==> config.mk <==
export PLATFORM = sky130hd
export DESIGN_NAME = accel_job_dispatcher
export DESIGN_NICKNAME = d
export VERILOG_FILES = /design/src/rtl/accel_job_dispatcher.sv
export SDC_FILE = /design/constraint.sdc
export NUM_CORES = 1
export LEC_CHECK = 0
export ABC_AREA = 1
export CAP_MARGIN = 30
export CORE_MARGIN = 8
export CORE_UTILIZATION = 50
export CTS_BUF_LIST = sky130_fd_sc_hd__clkbuf_16
export DETAILED_ROUTE_END_ITERATION = 10
export PLACE_DENSITY = 0.73
export RECOVER_POWER = 25
export SYNTH_ARGS = -nofsm -noshare
export SYNTH_HDL_FRONTEND = slang
export SYNTH_SLANG_ARGS = --single-unit
==> constraint.sdc <==
create_clock -name clk -period 1.96 [get_ports clk]
set_input_delay 0.294 -clock clk [delete_from_list [all_inputs] [get_ports clk]]
set_output_delay 0.294 -clock clk [all_outputs]
set_load 0.02 [all_outputs]
==> src/rtl/accel_job_dispatcher.sv <==
// Queued job front-end: a FIFO of (engine, config) jobs issued one at a time to
// NUM_ENGINES compute engines, with per-engine clock enables, watchdog and error flags.
module accel_job_dispatcher #(
   parameter int unsigned NUM_ENGINES    = 3,
   parameter int unsigned QUEUE_DEPTH    = 4,
   parameter int unsigned CFG_WIDTH      = 16,
   parameter int unsigned TIMEOUT_CYCLES = 4096,
   parameter int unsigned GATE_HOLD      = 16,
   localparam int unsigned EW = (NUM_ENGINES > 1) ? $clog2(NUM_ENGINES) : 1,
   localparam int unsigned QW = $clog2(QUEUE_DEPTH) + 1
) (
   input  logic                   clk,
   input  logic                   rst_n,
   input  logic                   job_valid,
   output logic                   job_ready,
   input  logic [EW-1:0]          job_engine,
   input  logic [CFG_WIDTH-1:0]   job_config,
   input  logic                   abort,
   input  logic                   clear_errors,
   output logic [NUM_ENGINES-1:0] eng_clk_en,
   output logic [NUM_ENGINES-1:0] eng_start,
   output logic [CFG_WIDTH-1:0]   eng_config,
   input  logic [NUM_ENGINES-1:0] eng_done,
   input  logic [NUM_ENGINES-1:0] eng_error,
   output logic                   busy,
   output logic                   done_pulse,
   output logic [2:0]             current_state,
   output logic [7:0]             error_flags,
   output logic [QW-1:0]          queue_count,
   output logic [15:0]            jobs_completed
);

   localparam int unsigned PW = $clog2(QUEUE_DEPTH);
   localparam int unsigned TW = $clog2(TIMEOUT_CYCLES);
   localparam int unsigned HW = (GATE_HOLD > 0) ? $clog2(GATE_HOLD + 1) : 1;
   localparam int unsigned JW = EW + CFG_WIDTH;

   typedef enum logic [2:0] {
      IDLE     = 3'd0,
      WAKE     = 3'd1,
      START    = 3'd2,
      RUN      = 3'd3,
      COMPLETE = 3'd4,
      ERROR    = 3'd5
   } state_t;

   state_t                 state, state_next;
   logic [JW-1:0]          fifo_mem [QUEUE_DEPTH];
   logic [PW-1:0]          wr_ptr, rd_ptr;
   logic [QW-1:0]          count_next;
   logic [EW-1:0]          active, active_next;
   logic [CFG_WIDTH-1:0]   cfg_next;
   logic [TW-1:0]          tcnt, tcnt_next;
   logic [HW-1:0]          hold      [NUM_ENGINES];
   logic [HW-1:0]          hold_next [NUM_ENGINES];
   logic [3:0]             flags, flags_set;
   logic                   push, pop, end_job;
   logic [EW-1:0]          head_engine;
   logic [CFG_WIDTH-1:0]   head_config;
   logic [NUM_ENGINES-1:0] active_onehot, start_next, en_next;

   assign push = job_valid & job_ready & ~abort;
   assign {head_engine, head_config} = fifo_mem[rd_ptr];
   assign current_state = state;
   assign error_flags   = {4'b0000, flags};

   always_comb begin
      for (int unsigned i = 0; i < NUM_ENGINES; i++) begin
         active_onehot[i] = (active == EW'(i));
      end
   end

   // State register
   always_ff @(posedge clk or negedge rst_n) begin
      if (!rst_n) state <= IDLE;
      else        state <= state_next;
   end

   // Next-state, dispatch and error detection
   always_comb begin
      state_next  = state;
      active_next = active;
      cfg_next    = eng_config;
      tcnt_next   = tcnt;
      pop         = 1'b0;
      flags_set   = '0;
      case (state)
         IDLE: begin
            if (queue_count != '0) begin
               pop = 1'b1;
               if ({1'b0, head_engine} >= (EW + 1)'(NUM_ENGINES)) begin
                  flags_set[0] = 1'b1;
               end else begin
                  active_next = head_engine;
                  cfg_next    = head_config;
                  state_next  = WAKE;
               end
            end
         end
         WAKE:  state_next = START;
         START: begin
            tcnt_next  = '0;
            state_next = RUN;
         end
         RUN: begin
            if (|(eng_done & active_onehot)) begin
               if (|(eng_error & active_onehot)) begin
                  flags_set[2] = 1'b1;
                  state_next   = ERROR;
               end else begin
                  state_next = COMPLETE;
               end
            end else if (tcnt == TW'(TIMEOUT_CYCLES - 1)) begin
               flags_set[1] = 1'b1;
               state_next   = ERROR;
            end else begin
               tcnt_next = tcnt + TW'(1);
            end
         end
         COMPLETE: state_next = IDLE;
         ERROR:    state_next = IDLE;
         default:  state_next = IDLE;
      endcase
      // Done from a non-active engine, or outside RUN, is flagged and ignored
      flags_set[3] = (state == RUN) ? |(eng_done & ~active_onehot) : |eng_done;
      if (abort) begin
         state_next     = IDLE;
         active_next    = active;
         cfg_next       = eng_config;
         pop            = 1'b0;
         flags_set[2:0] = '0;
      end
   end

   always_comb begin
      count_next = queue_count;
      if (abort)              count_next = '0;
      else if (push && !pop)  count_next = queue_count + QW'(1);
      else if (pop && !push)  count_next = queue_count - QW'(1);
   end

   // Clock-enable hold: reloaded when the active engine's job ends (or is aborted)
   assign end_job = (state != IDLE) && (abort || state == COMPLETE || state == ERROR);

   always_comb begin
      for (int unsigned i = 0; i < NUM_ENGINES; i++) begin
         hold_next[i] = (hold[i] != '0) ? hold[i] - HW'(1) : hold[i];
         if (GATE_HOLD != 0 && end_job && active_onehot[i]) hold_next[i] = HW'(GATE_HOLD);
         en_next[i]    = ((state_next != IDLE) && (active_next == EW'(i))) || (hold_next[i] != '0);
         start_next[i] = (state_next == START) && (active_next == EW'(i));
      end
   end

   // Datapath and registered outputs
   always_ff @(posedge clk or negedge rst_n) begin
      if (!rst_n) begin
         for (int unsigned i = 0; i < QUEUE_DEPTH; i++) fifo_mem[i] <= '0;
         for (int unsigned i = 0; i < NUM_ENGINES; i++) hold[i] <= '0;
         wr_ptr         <= '0;
         rd_ptr         <= '0;
         queue_count    <= '0;
         active         <= '0;
         tcnt           <= '0;
         flags          <= '0;
         job_ready      <= 1'b1;
         eng_clk_en     <= '0;
         eng_start      <= '0;
         eng_config     <= '0;
         busy           <= 1'b0;
         done_pulse     <= 1'b0;
         jobs_completed <= '0;
      end else begin
         if (push) fifo_mem[wr_ptr] <= {job_engine, job_config};
         if (abort) begin
            wr_ptr <= '0;
            rd_ptr <= '0;
         end else begin
            if (push) wr_ptr <= wr_ptr + PW'(1);
            if (pop)  rd_ptr <= rd_ptr + PW'(1);
         end
         for (int unsigned i = 0; i < NUM_ENGINES; i++) hold[i] <= hold_next[i];
         queue_count <= count_next;
         active      <= active_next;
         tcnt        <= tcnt_next;
         flags       <= (clear_errors ? 4'b0000 : flags) | flags_set;
         job_ready   <= (count_next < QW'(QUEUE_DEPTH));
         eng_clk_en  <= en_next;
         eng_start   <= start_next;
         eng_config  <= cfg_next;
         busy        <= (state_next != IDLE) || (count_next != '0);
         done_pulse  <= (state_next == COMPLETE);
         if (state_next == COMPLETE) jobs_completed <= jobs_completed + 16'd1;
      end
   end

endmodule

==> results of run 1 <==
## state kept, by name (all words and copies together) (netlist names)
name / cells
eng_clk_en: 3
eng_config: 16
busy: 1
tcnt: 12
flags: 4
hold: 15
fifo_mem: 72
done_pulse: 1
rd_ptr: 2
job_ready: 1
current_state: 3
active: 2
wr_ptr: 2
queue_count: 3
eng_start: 3
jobs_completed: 16
## cell type report
cell class | instances | area share
Timing Repair Buffer | 111 | 0.1222
Clock buffer | 17 | 0.04540
Sequential cell | 156 | 0.4169
Clock inverter | 14 | 0.01415
Tap cell | 188 | 0.02510
Inverter | 89 | 0.03565
Multi-Input combinational cell | 631 | 0.3406
## stage by stage
step	hold slack (ns)	cells	worst slack [ns]
after floorplan	-0.001591	910	0.2003
after global placement	0.2124	1171	0.02805
after detailed placement	0.2115	1171	-0.005472
after CTS	0.3154	1203	0.06062
after global routing	0.4903	1206	-0.004639
final	0.4694	1206	0.08232
## per-layer routing
layer | global-route usage | wire length [um] | vias to the layer above
met5 | 0 | 0 | -
met4 | 0.06066 | 265 | 0
met3 | 0.04682 | 874 | 21
met2 | 0.3014 | 8423 | 152
met1 | 0.2383 | 8048 | 2978
li1 | - | - | 3121
## cell families (layout without fill, tap and decap cells)
| family | Yosys count | after routing | synth area share |
|---|---|---|---|
| XOR/XNOR | 29 | 29 | 0.03348 |
| adder cells (fa/ha/maj) | 12 | 12 | 0.01979 |
| buffers and inverters | 124 | 231 | 0.07059 |
| other | 1 | 4 | 0.0004943 |
| AO/OA/AOI/OAI | 150 | 150 | 0.1065 |
| AND/OR/NAND/NOR | 435 | 436 | 0.2543 |
| flip-flops | 156 | 156 | 0.5148 |
## report_power, final
part	internal, mW	total [mW]	switching, mW	leakage, nW
combinational	2.05	5.01	2.96	2.15
clock	1.67	3.13	1.46	0.267
sequential	4.35	5.02	0.678	1.99
total	8.06	13.2	5.10	4.40
## cell usage after synthesis (12+ instances only)
cell type / n / area, um^2
nand2_1: 213 / 799.5
dfrtp_1: 155 / 3879
nor2_1: 119 / 446.7
o21ai_0: 116 / 580.6
inv_1: 79 / 296.5
nand3_1: 32 / 160.2
nand4_1: 21 / 131.4
clkbuf_1: 19 / 71.32
xor2_1: 19 / 166.4
a31oi_1: 17 / 106.4
nor3_1: 16 / 80.08
nand2_2: 14 / 87.58
ha_1: 12 / 150.1
## repair_timing
action,in CTS,in global routing
hold buffers,1,0
gates resized for setup,0,9
endpoints found under the setup margin,0,29
setup buffers,0,1
hold endpoints to repair,32,0
## path summary, 6_finish.rpt
path | start | end | slack [ns] | cells past startpoint
min reg2reg | fifo_mem[3] | fifo_mem[3] | 0.48 | 2
max reg2reg | queue_count[1] | eng_config[14] | 0.12 | 10
max in group asynchronous | rst_n | job_ready | 0.47 | 3
min | job_config[15] | fifo_mem[33] | 0.47 | 3
min in group asynchronous | rst_n | fifo_mem[10] | 0.52 | 2
max | current_state[2] | current_state[2] | 0.08 | 1
==> metrics.yaml, run 1 <==
yosys:
  yosysSeqAreaShare: 0.5148
  synth_area_um2: 7586
  synth_top_flop_cell: "dfrtp_1"
  async_flop_share: 1.000
  synth_edf_count: 0
  yosys_warnings: 0
  syn_inst: 907
  ys_types: 37
  ys_ff_latch: 156
  syn_avg_cell_area_um2: 8.364
setup_path:
  slowest_delay_ns: 0.66
  cp_slowest_cell: "clkdlybuf4s50_1"
  path_class: "reg2out"
  crit_arrival_ns: 1.58
  cp.required_ns: 1.67
  cp-start-kind: "flip-flop"
  end_kind: "output port"
  cp_max_fo: 5
  critPathTopFamily: "buffers and inverters"
  path_buf_inv: 1
  timing.critical_path.cells: "clkdlybuf4s50_1"
power:
  power_density_nw_per_um2: 1404
  total_power_mw: 13.16
  total_leakage_power_nw: 4.405
  vdd.ir_drop.worst_mv: 0.9144
cells_and_area:
  drive_above_1_share: 0.1110
  fillers: 1301
  final_core_util: 0.6233
  layout.cell_area.non_filler_um2: 9370
  n_antenna_cell: 0
  final_common_cell: "nand2_1"
  synthToLayoutAreaGrowth_pct: 23.52
  seq_area_um2: 3906
  multiInputGateArea_um2: 3192
  fin_nets: 1047
  final_cell_mix: "212 x nand2_1, 154 x dfrtp_1, 119 x nor2_1, 116 x o21ai_0, 79 x inv_1"
clock_network:
  cts.path.max_buffers: 2
  clock_latency_ns: 0.43
  cts_buffers: 17
  clock-sinks: 156
  path_clk_slew_ns: 0.07
  root_buffer: "clkbuf_16"
  cts_tree: "done"
  htreeDepth: 4
floorplanning:
  start_util: 0.5046
  chipWidth_um: 139.2
  rows: 45
  dieArea_um2: 19370
  core_area_um2: 15030
  num_io_pins: 84
  die_height_um: 139.2
grt:
  grt_usage: 0.1856
  grt_max_degree: 49
  grt_pass1_vias: 5870
  antenna_found_initial: 0
  grt_pass1_wl_um: 29240
  grt.overflow.total: 0
sta:
  fin_crit_sh: 0.9580
  finClkSkew_ns: 0.008685
  tightestPinTransition_ns: 0.9163
  drv_slew: 0
  relSlewSlack: 0.3891
  hold_viol_final: 0
  min_period_ns: 1.878
  setup_viol: 0
  final.setup.tns_ns: 0
  fmax_ghz: 0.5326
detailed_routing:
  dr.pass1.iters: 5
  vias: 6272
  drtAntennaViolNets: 0
  drt_iter0_markers: 372
  wl_per_cell_um: 14.60
  via_per_inst: 5.201
  drc: 0
  wirelength_um: 17610
placement:
  placed_area_um2: 8728
  gp_congestion: 0.8878
  dp_hpwl_um: 11740
  port_buffers: 79
run_status:
  status: "complete, no violations"
run:
  cap_violations: 0
worst_hold_path:
  hold_class: "in2reg"
No activity file was read; power rests on OpenSTA's default activity.
==> inputs of run 2 (changes only) <==
- ABC_AREA: 1 -> not set
- PLACE_DENSITY: 0.73 -> 0.76
- TNS_END_PERCENT: not set -> 10
- clock period: 1.96 -> 1.65 ns (I/O delays scaled with it)
==> metrics.yaml, run 2 <==
cells_and_area:
  top_regs: "fifo_mem: 72 flops, eng_config: 16 flops, jobs_completed: 16 flops"  # unchanged
  fin_nets: 791  # was 1047
  drive_above_1_share: 0.4087  # was 0.1110
  final_common_cell: "dfrtp_1"  # was nand2_1
  final_cell_mix: "152 x dfrtp_1, 96 x buf_4, 73 x mux2_2, 36 x dlygate4sd2_1, 33 x clkdlybuf4s50_1"  # was 212 x nand2_1, 154 x dfrtp_1, 119 x nor2_1, 116 x o21ai_0, 79 x inv_1
  fillers: 976  # was 1301
  largest_reg_flops: 72  # unchanged
  n_antenna_cell: 0  # unchanged
  top_register: "fifo_mem"  # unchanged
  synthToLayoutAreaGrowth_pct: 36.78  # was 23.52%
  final_core_util: 0.6933  # was 0.6233
yosys:
  async_flop_share: 1.000  # unchanged
  synthMuxAreaShare: 0.2011  # was 0
  synthAdderAreaFrac: 0.02191  # was 0.01979
  yosysSeqAreaShare: 0.5341  # was 0.5148
  ys_types: 65  # was 37
  synth_area_um2: 7311  # was 7586 um^2
  synthTopCellsByCount: "155 x dfrtp_1, 79 x mux2_2, 28 x nor2_1, 22 x inv_1, 20 x nand2_1"  # was 213 x nand2_1, 155 x dfrtp_1, 119 x nor2_1, 116 x o21ai_0, 79 x inv_1
  syn_inst: 567  # was 907
  synth_xor_xnor_area_share: 0.04073  # was 0.03348
  syn_avg_cell_area_um2: 12.89  # was 8.364 um^2
  yosysMostFrequentCell: "dfrtp_1"  # was nand2_1
  yosys_warnings: 0  # unchanged
  synth_compound_area_frac: 0.04929  # was 0.1065
  synth.area.top_cells: "dfrtp_1 53%, mux2_2 12%, mux4_2 4.9%"  # was dfrtp_1 51%, nand2_1 11%, o21ai_0 7.7%
  yosys.area.top_type: "dfrtp_1"  # unchanged
  synth_top_flop_cell: "dfrtp_1"  # unchanged
  synth_top_area_share: 0.5305  # was 0.5113
  ys_ff_latch: 156  # unchanged
  synth_edf_count: 0  # unchanged
  synth_top_family_by_area: "multiplexers"  # was simple AND/OR/NAND/NOR gates
  synth-simple-area-share: 0.1174  # was 0.2543
clock_network:
  path_clk_slew_ns: 0.06  # was 0.07 ns
  cts.path.max_buffers: 2  # unchanged
  clock-sinks: 156  # unchanged
  htreeDepth: 4  # unchanged
  cts_tree: "done"  # unchanged
  cts_buffers: 17  # unchanged
  clock_latency_ns: 0.42  # was 0.43 ns
  root_buffer: "clkbuf_16"  # unchanged
setup_path:
  crit_arrival_ns: 2.30  # was 1.58 ns
  critPathTopFamily: "simple AND/OR/NAND/NOR gates"  # was buffers and inverters
  path_class: "reg2reg"  # was reg2out
  cp-start-kind: "flip-flop"  # unchanged
  cp_slowest_cell: "or4b_1"  # was clkdlybuf4s50_1
  cp_max_fo: 5  # unchanged
  end_kind: "flip-flop"  # was output port
  r2r_start: "queue_count[0]"  # was queue_count[1]
  cp.required_ns: 1.95  # was 1.67 ns
  r2r_slack_ns: -0.35  # was 0.12 ns
  path_buf_inv: 1  # unchanged
  slowest_delay_ns: 0.52  # was 0.66 ns
  worstRegToRegCells: 7  # was 10
  r2r-end: "busy"  # was eng_config[14]
  timing.critical_path.cells: "inv_2 > ha_4 > nand2b_4 > and3_2 > o21ai_1 > a221oi_4 > or4b_1"  # was clkdlybuf4s50_1
power:
  vdd.ir_drop.worst_mv: 0.9914  # was 0.9144 mV
  total_leakage_power_nw: 4.693  # was 4.405 nW
  power_density_nw_per_um2: 1741  # was 1404 nW/um^2
grt:
  grt-busiest-layer: "met2"  # unchanged
  grt_max_degree: 52  # was 49
  grt.overflow.total: 0  # unchanged
  grt_pass1_wl_um: 29700  # was 29240 um
  grt_pass1_vias: 5701  # was 5870
  grt.met2_usage: 0.3391  # was 0.3014
  grt_usage: 0.2028  # was 0.1856
  met3_usage: 0.05103  # was 0.04682
  grt.met1_usage: 0.2465  # was 0.2383
  antenna_found_initial: 0  # unchanged
sta:
  drv_slew: 0  # unchanged
  finClkSkew_ns: 0.006448  # was 0.008685 ns
  grt_setup_unrepaired: "true"
  hold_viol_final: 0  # unchanged
  fmax_ghz: 0.4990
  fin_crit_sh: 1.215
  tightestPinTransition_ns: 1.238  # was 0.9163 ns
  setup_ws_ns: -0.3541  # was 0.08232 ns
  min_period_ns: 2.004
  setup_viol: 51  # was 0
  relSlewSlack: 0.1747  # was 0.3891
detailed_routing:
  via_per_inst: 5.668  # was 5.201
  drc: 0  # unchanged
  drt_iter0_markers: 325  # was 372
  vias: 5356  # was 6272
  dr.pass1.iters: 5  # unchanged
  wirelength_um: 18520  # was 17610 um
  drtAntennaViolNets: 0  # unchanged
  wl_per_cell_um: 19.59  # was 14.60 um
run_status:
  failed_checks: "setup timing"
  status: "finished with violations"  # was complete, no violations
placement:
  dp_hpwl_um: 12430  # was 11740 um
  port_buffers: 79  # unchanged
  gp_congestion: 0.8501  # was 0.8878
  pre_cts_slack_ns: -0.4850  # was -0.005472 ns
floorplanning:
  chipWidth_um: 136.9  # was 139.2 um
  core_area_um2: 14420  # was 15030 um^2
  start_util: 0.5069  # was 0.5046
  num_io_pins: 84  # unchanged
  die_height_um: 136.9  # was 139.2 um
  rows: 44  # was 45
  dieArea_um2: 18750  # was 19370 um^2
worst_hold_path:
  hold_class: "reg2reg"  # was in2reg
  min_path_cells: 1  # was 3
  hold_start: "jobs_completed[15]"  # was job_config[15]
  min_to: "jobs_completed[15]"  # was fifo_mem[33]
run:
  cap_violations: 0  # unchanged
## run 2: cells by family (layout without fill, tap and decap cells)
family | after synthesis | after routing
compound gates | 48 | 48
xor+xnor | 34 | 34
fa+ha+maj | 13 | 13
buf+inv | 50 | 241
flops | 156 | 156
mux | 112 | 112
other cells | 1 | 4
simple gates | 153 | 153
## run 2: how the worst max path moves through the flow
| stage | start | depth (start not counted) | to | slack (ns) |
|---|---|---|---|---|
| floorplan | rd_ptr[0] | 5 | eng_config[10] | -0.28 |
| global placement | eng_done[1] | 7 | jobs_completed[15] | -0.40 |
| detailed placement | eng_done[1] | 7 | jobs_completed[7] | -0.48 |
| CTS | rd_ptr[0] | 6 | eng_config[3] | -0.33 |
| global route | active[0] | 6 | jobs_completed[13] | -0.45 |
| finish | queue_count[0] | 7 | busy | -0.35 |
## run 2: routing by layer
metal  vias to the layer above  wire [um]
met1                      2751       7562
met4                         0        366
met2                       151       9441
met3                        32       1146
met5                         -          0
li1                       2422          -
## run 2: metrics by stage
stage          TNS [ns]  cell area (um^2)  hold slack [ns]  instances  power [mW]
5_1_grt          -25.96             10000           0.4796        945       18.33
3_3_place_gp     -39.34              9049           0.2153        908       12.50
4_1_cts          -13.46              9886           0.3591        946       17.27
2_1_floorplan    -15.53              7357         -0.04809        570       10.16
6_report         -11.95             10000           0.4763        945       17.41
3_5_place_dp     -46.67              9049           0.2282        908       12.92
## run 2: cell type report
cell class | instances | area, um^2 | share of cell area
tap | 184 | 230.2 | 0.02302
clock buffer | 17 | 425.4 | 0.04254
timing repair buffer | 189 | 1682 | 0.1682
multi-input combinational | 364 | 3520 | 0.3520
inverter | 22 | 82.58 | 0.008258
sequential | 156 | 3909 | 0.3909
clock inverter | 13 | 151.4 | 0.01514
## run 2: power by group
part	internal [mW]	switching, mW
logic	3.98	3.32
clock network	2.34	1.53
registers	5.30	0.927
## run 2: timing repair
item | in CTS | in global routing
hold buffers | 1 | 0
gates cloned | 1 | 0
buffers inserted | 6 | 1
pin swaps | 4 | 3
endpoints found under the hold margin | 44 | 0
setup endpoints to repair | 168 | 140
resized for setup | 95 | 37
